[config.mk]
export PLATFORM = sky130hd
export DESIGN_NAME = camera_rd_scene_sync
export DESIGN_NICKNAME = d
export VERILOG_FILES = /design/src/rtl/camera_rd_scene_sync.sv
export SDC_FILE = /design/constraint.sdc
export NUM_CORES = 1
export LEC_CHECK = 0
export ABC_CLOCK_PERIOD_IN_PS = 2930
export CAP_MARGIN = 20
export CORE_ASPECT_RATIO = 1.5
export CORE_MARGIN = 2
export CORE_UTILIZATION = 43
export CTS_CLUSTER_SIZE = 28
export DETAILED_ROUTE_END_ITERATION = 12
export HOLD_SLACK_MARGIN = 0.1
export PLACE_DENSITY = 0.78
export SLEW_MARGIN = 20
export SYNTH_ARGS = -nofsm -noshare
export SYNTH_HDL_FRONTEND = slang
export SYNTH_SLANG_ARGS = --single-unit
[constraint.sdc]
create_clock -name clk -period 2.93 [get_ports clk]
set_clock_uncertainty 0.15 [all_clocks]
set_input_delay 0.293 -clock clk [delete_from_list [all_inputs] [get_ports clk]]
set_output_delay 0.293 -clock clk [all_outputs]
set_load 0.05 [all_outputs]
[src/rtl/camera_rd_scene_sync.sv]
// Scene-synchronised SDRAM read selector for a camera pipeline.
// Queues scene-switch requests, applies them at frame end (or immediately),
// flushes the SDRAM read path for a fixed number of cycles on each switch and
// only re-enables reads once the next frame start has been seen.
module camera_rd_scene_sync #(
    parameter int unsigned NUM_SCENE    = 4,
    parameter int unsigned SOF_H        = 100,
    parameter int unsigned SOF_V        = 10,
    parameter int unsigned EOF_H        = 1340,
    parameter int unsigned EOF_V        = 804,
    parameter int unsigned RST_CYCLES   = 4,
    parameter bit          DEFER_SWITCH = 1'b1,
    parameter int unsigned SW           = (NUM_SCENE > 2) ? $clog2(NUM_SCENE) : 1
) (
    input  logic                 clk,
    input  logic                 rst_n,
    input  logic [11:0]          hcnt,
    input  logic [11:0]          vcnt,
    input  logic [NUM_SCENE-1:0] scene_req,
    input  logic [NUM_SCENE-1:0] scene_rden,
    output logic                 sdram_rst_n,
    output logic                 sdram_rden,
    output logic [SW-1:0]        active_scene,
    output logic                 pending_vld,
    output logic                 running
);

    typedef enum logic [1:0] {
        StWaitSof = 2'd0,
        StRun     = 2'd1,
        StFlush   = 2'd2
    } state_e;

    state_e        state_q, state_d;
    logic          sof_p_q, eof_p_q;
    logic [SW-1:0] active_q, active_d;
    logic          pending_vld_q, pending_vld_d;
    logic [SW-1:0] pending_idx_q, pending_idx_d;
    logic [7:0]    cnt_q, cnt_d;
    logic          sdram_rst_n_q, sdram_rst_n_d;

    logic          req_vld;
    logic [SW-1:0] req_idx;
    logic          apply_cond;
    logic          flush_last;
    logic          apply;
    logic          rden_sel;

    // Frame start/end markers, registered one-cycle pulses
    always_ff @(posedge clk or negedge rst_n) begin
        if (!rst_n) begin
            sof_p_q <= 1'b0;
            eof_p_q <= 1'b0;
        end else begin
            sof_p_q <= (hcnt == 12'(SOF_H)) && (vcnt == 12'(SOF_V));
            eof_p_q <= (hcnt == 12'(EOF_H)) && (vcnt == 12'(EOF_V));
        end
    end

    // Request decode: lowest set bit wins
    always_comb begin
        req_vld = |scene_req;
        req_idx = '0;
        for (int i = int'(NUM_SCENE) - 1; i >= 0; i--) begin
            if (scene_req[i]) begin
                req_idx = SW'(i);
            end
        end
    end

    // A switch may only land outside FLUSH or on its final cycle
    always_comb begin
        apply_cond = pending_vld_q && (DEFER_SWITCH ? eof_p_q : 1'b1);
        flush_last = (state_q == StFlush) && (cnt_q == 8'd1);
        apply      = apply_cond && ((state_q != StFlush) || flush_last);
    end

    // FSM state register
    always_ff @(posedge clk or negedge rst_n) begin
        if (!rst_n) begin
            state_q <= StWaitSof;
        end else begin
            state_q <= state_d;
        end
    end

    // FSM next state; a pending switch has priority over frame start
    always_comb begin
        state_d = state_q;
        case (state_q)
            StWaitSof: begin
                if (apply) begin
                    state_d = StFlush;
                end else if (sof_p_q) begin
                    state_d = StRun;
                end
            end
            StRun: begin
                if (apply) begin
                    state_d = StFlush;
                end
            end
            StFlush: begin
                if (flush_last) begin
                    state_d = apply ? StFlush : StWaitSof;
                end
            end
            default: state_d = StWaitSof;
        endcase
    end

    // FSM outputs; out-of-range scene index selects nothing
    always_comb begin
        running  = (state_q == StRun);
        rden_sel = 1'b0;
        for (int i = 0; i < int'(NUM_SCENE); i++) begin
            if (active_q == SW'(i)) begin
                rden_sel = scene_rden[i];
            end
        end
        sdram_rden = running && rden_sel;
    end

    // Scene, pending request, flush counter and flush output next state
    always_comb begin
        active_d      = active_q;
        pending_vld_d = pending_vld_q;
        pending_idx_d = pending_idx_q;
        cnt_d         = cnt_q;

        if (apply) begin
            active_d      = pending_idx_q;
            pending_vld_d = 1'b0;
            cnt_d         = 8'(RST_CYCLES);
        end else if (state_q == StFlush) begin
            cnt_d = cnt_q - 8'd1;
        end

        // New request is judged against the scene that will be active next,
        // so a request landing with a switch becomes the next pending entry.
        if (req_vld) begin
            if (req_idx == active_d) begin
                pending_vld_d = 1'b0;
            end else begin
                pending_vld_d = 1'b1;
                pending_idx_d = req_idx;
            end
        end

        sdram_rst_n_d = (state_d != StFlush);
    end

    // Datapath registers
    always_ff @(posedge clk or negedge rst_n) begin
        if (!rst_n) begin
            active_q      <= '0;
            pending_vld_q <= 1'b0;
            pending_idx_q <= '0;
            cnt_q         <= 8'd0;
            sdram_rst_n_q <= 1'b1;
        end else begin
            active_q      <= active_d;
            pending_vld_q <= pending_vld_d;
            pending_idx_q <= pending_idx_d;
            cnt_q         <= cnt_d;
            sdram_rst_n_q <= sdram_rst_n_d;
        end
    end

    assign sdram_rst_n  = sdram_rst_n_q;
    assign active_scene = active_q;
    assign pending_vld  = pending_vld_q;

endmodule

---- Word-level counts from Yosys, hierarchy flattened ----
Index checks and enable logic that the tools add are counted.
word-level totals
  register bits ........................... 18
  output and inout port bits .............. 6
  word-level logic and storage cells ...... 56
operators by class
  add/sub/neg operators ................... 1
  equality and inequality tests ........... 13
  muxes and demuxes ....................... 20
  bitwise logic cells ..................... 1
  reductions and logical operators ........ 13
operator list
  operator                                          count
  2-to-1 mux 2 bit                                  10
  2-to-1 mux 8 bit                                  2
  == test 12 x 10 -> 1 bit, second input constant   1
  == test 12 x 11 -> 1 bit, second input constant   1
  == test 12 x 4 -> 1 bit, second input constant    1
  == test 12 x 7 -> 1 bit, second input constant    1
  == test 8 x 1 -> 1 bit, second input constant     1
  subtractor 8 x 1 -> 8 bit, second input constant  1
  2-to-1 mux 1 bit                                  7
  == test 2 bit, second input constant              3
  logical AND 1 bit                                 6
  one-hot mux 2 bit (3 select lines)                1
  == test 2 x 1 -> 1 bit, second input constant     2
  zero test 2 bit                                   2
  inequality test 2 bit, second input constant      2
  nonzero test 2 bit                                2
  OR reduction 4 bit                                1
  == test 2 bit                                     1
  AND reduction 2 bit                               1
  logical OR 1 bit                                  1
  NOT 1 bit                                         1

---- Longest topological paths before layout ----
  word-level depth ........................ 8
  mapped depth ............................ 7
  depth with buffers taken out ............ 7

---- Least setup slack after synthesis ----
Ideal clock, no wire load.
  kind .................................... reg-to-reg
  from .................................... reg cnt_q[2]
  to ...................................... reg pending_idx_q[1]
  setup time .............................. 0.087 ns
  arrival ................................. 2.081 ns
  data required time ...................... 2.693 ns
  slack ................................... 0.612 ns
  cell stages (with the launch flop) ...... 7
  buffers on the path ..................... 0
  path through ............................ dfrtp_1 > nor4_2 > nand3_2 > a21oi_4 > mux2i_1 > mux2_4 > a211oi_2
on the way
  longest elaborated chain between the ends .. 8
ends and longest elaborated chain
  what                                  line  source
  start: declaration                    39    logic [7:0] cnt_q, cnt_d;
  start signal: assignment              165   cnt_q <= cnt_d;
  == test 8 x 1 -> 1 bit                74    flush_last = (state_q == StFlush) && (cnt_q == 8'd1);
  logical AND 1 bit                     74
  logical OR 1 bit                      75    apply = apply_cond && ((state_q != StFlush) || flush_last);
  logical AND 1 bit                     75
  2-to-1 mux 2 bit                      131   if (apply) begin
  == test 2 bit                         142   if (req_idx == active_d) begin
  NOT 1 bit (no source line)            -
  AND reduction 2 bit (no source line)  -
  end signal: assignment                164   pending_idx_q <= pending_idx_d;
  end: declaration                      38    logic [SW-1:0] pending_idx_q, pending_idx_d;
No other way between the ends.
A chain may end at the register's enable or synchronous reset.

---- Worst setup path after layout ----
  from .................................... reg active_q[0] (netlist: active_scene[0])
  to ...................................... out sdram_rden
on the way
  longest elaborated chain between the ends .. 6
  elaborated cells between the ends (all ways) .. 9
  those cells by class .................... eq/ne (3); mux (4); reduce/logical (2)
ends and longest elaborated chain
  what                           line  source
  start: declaration             36    logic [SW-1:0] active_q, active_d;
  start signal: assignment       162   active_q <= active_d;
  zero test 2 bit                117   if (active_q == SW'(i)) begin
  2-to-1 mux 1 bit (3 in a row)  117
  2-to-1 mux 1 bit (*)           117
  logical AND 1 bit (*)          121   sdram_rden = running && rden_sel;
  end: declaration               22    output logic sdram_rden,
Every way passes the cells marked *; elsewhere a longest branch is shown, timed or not.

==> results_dict.tcl <==
set metrics [dict create \
    dieWidth_um 43.9 \
    synth_top_area_share_pct 41.4 \
    synth-edff-count 0 \
    ant_nets 0 \
    slowest_stage "clkdlybuf4s50_1" \
    ys_seq_area_share_pct 43.9 \
    min_path_type "in2async" \
    drcViolationCount 0 \
    grt_usage_pct 17.1 \
    ys_top_cells_by_area "dfrtp_1 (41%), nor2_1 (6.6%), xor2_1 (5.1%)" \
    synth_ff_type "dfrtp_1" \
    power_leakage_uw 0.000641 \
    hold_violations 0 \
    setup_viol_count_final 0 \
    cp.required_ns 2.49 \
    power.density_nw_per_um2 310 \
    yosysWarnings 0 \
    tightestPinTransition_ns 0.786 \
    cts.path.max_buffers 2 \
    cts_tree "built" \
    startpoint_type "flip-flop" \
    maxSlewViolCount 0 \
    synth_area_sq_um 1030 \
    avgSynthCellArea_sq_um 9.61 \
    ys_ff_latch 18 \
    max_freq_mhz 405 \
    dieArea_sq_um 2810 \
    chipHeight_um 63.9 \
    ys_types 34 \
    fin_cells 174 \
    cts.reportedPaths.clkPinSlew_ns 0.10 \
    fin_nets 188 \
    postCtsSetupBuffers 0 \
    holdBufCountCts 0 \
    route.vias.total 912 \
    grt_pass1_vias 1021 \
    core_sq_um 2260 \
    rsz0062_at_grt "no" \
    synth_nets 143 \
    antenna_found_initial 0 \
    place_congestion 0.806 \
    r2r-start "cnt_q[2]" \
    htree_levels 1 \
    io_pins 40 \
    synth_most_common_cell "nor2_1" \
    synthTopCellsByCount "nor2_1 (18), dfrtp_1 (17), inv_1 (7), nand2_1 (7), nor3_1 (7)" \
    vdd_drop_max_mv 0.216 \
    grt_remaining_overflow 0 \
    fin_crit_ns 2.47 \
    drtPass1Iterations 3 \
    cts_resized 0 \
    cts_buffers 3 \
    post-dp-hpwl_um 1780 \
    antenna_cells 0 \
    clock-root-buffer "clkbuf_4" \
    post_drt_wl_per_cell_um 11.9 \
    avgViaCountPerCell 5.24 \
    drive_gt1_share_pct 9.27 \
    async_reset_ff_share_pct 100 \
    worst-path-max-fanout 3 \
    grt_pass1_wl_um 3800 \
    drt_wl_total_um 2060 \
    critPathMaxStageDelay_ns 0.69 \
    dp.cells 170 \
    max_slew_margin_pct 47.5 \
    netlist_instances 107 \
    r2r_setup_slack_ns 0.53 \
    initial_core_util_pct 45.5 \
    drt_iter0_markers 4 \
    max-cap-violations 0 \
    numPortBuffers 39 \
    synth_top_area_cell "dfrtp_1" \
    clk_latency_ns 0.28 \
    clock_sinks 18 \
    crit_type "reg2out" \
    grt_max_degree 19 \
    end_kind "output port" \
    status "completed" \
    path_cells "mux4_2, and2_1, clkdlybuf4s50_1" \
    r2r-end "pending_idx_q[1]" \
    area_delta_synth_final_pct 44.4 \
    fin_crit_sh_pct 84.2 \
    r2r_cells 7 \
    critPathArrivalTime_ns 2.02 \
    fillers 198 \
    tns_ns 0 \
    num_rows 21 \
]
final cells by class:
type,instances,area [sq um],area share (%)
clock buffers,4,26.3,1.77
inverters,7,26.3,1.77
multi-input cells,81,547,36.8
flip-flops and latches,18,452,30.4
well taps,23,28.8,1.94
repair buffers,41,405,27.3
flip-flops by register name, summed over array words and instances (netlist names):
| name | flops |
|---|---|
| pending_idx_q | 2 |
| state_q | 2 |
| pending_vld | 1 |
| active_scene | 2 |
| eof_p_q | 1 |
| sdram_rst_n | 1 |
| cnt_q | 8 |
| sof_p_q | 1 |
where the power goes:
part	switching, uW	leakage [uW]	internal [uW]
Sequential	3.80	0.000241	253
Clock	69.9	0.0000150	52.7
Combinational	29.0	0.000384	52.4
worst max-delay path: cells and delay by family (launching register included):
kind | cells | cell delay [ns]
DFF | 1 | 0.39
and+or+nand+nor | 1 | 0.16
buffers and inverters | 1 | 0.69
muxes | 1 | 0.49
layout by cell type, fill, tap and decap left out, types with 3 or more instances in the layout:
cell type	Yosys	final
clkdlybuf4s50_1	0	39
nor2_1	18	18
dfrtp_1	17	17
inv_1	7	7
nand2_1	7	7
nor3_1	7	7
nand3_1	6	6
xor2_1	6	6
a21oi_1	3	3
clkbuf_4	0	3
stage by stage:
stage	worst slack (ns)	area, sq um	util, %	power (uW)	hold slack, ns
after floorplan	0.612	1030	-	287	-0.153
after global placement	0.503	1460	64.6	341	0.326
after detailed placement	0.487	1460	64.6	344	0.344
after CTS	0.441	1490	65.7	467	0.326
after global routing	0.369	1490	65.7	488	0.368
final	0.462	1490	65.7	461	0.307
metal layers:
layer | global-route usage (%) | share of wire, % | routed length (um)
met5 | 0 | 0 | 0
met4 | 6.44 | 0.82 | 17
met3 | 1.69 | 3.4 | 71
met2 | 33.1 | 59 | 1210
met1 | 17.7 | 37 | 761
how the worst max path moves through the flow:
stage                               start          endpoint  slack, ns  cells past startpoint
after floorplan                  cnt_q[2]  pending_idx_q[1]       0.61                      6
after detailed placement    scene_rden[3]        sdram_rden       0.49                      4
after CTS                 active_scene[0]        sdram_rden       0.44                      3
after global placement      scene_rden[3]        sdram_rden       0.50                      4
final                     active_scene[0]        sdram_rden       0.46                      3
after global routing      active_scene[0]        sdram_rden       0.37                      3
cells by family after synthesis:
family / share of synthesized area, %
adders and majority gates: 2.43
muxes: 7.06
buffers and inverters: 2.92
DFF: 43.9
AOI/OAI and AO/OA: 10.6
xor gates and xnor gates: 6.81
and+or+nand+nor: 26.3
No activity file was read; power rests on OpenSTA's default activity.
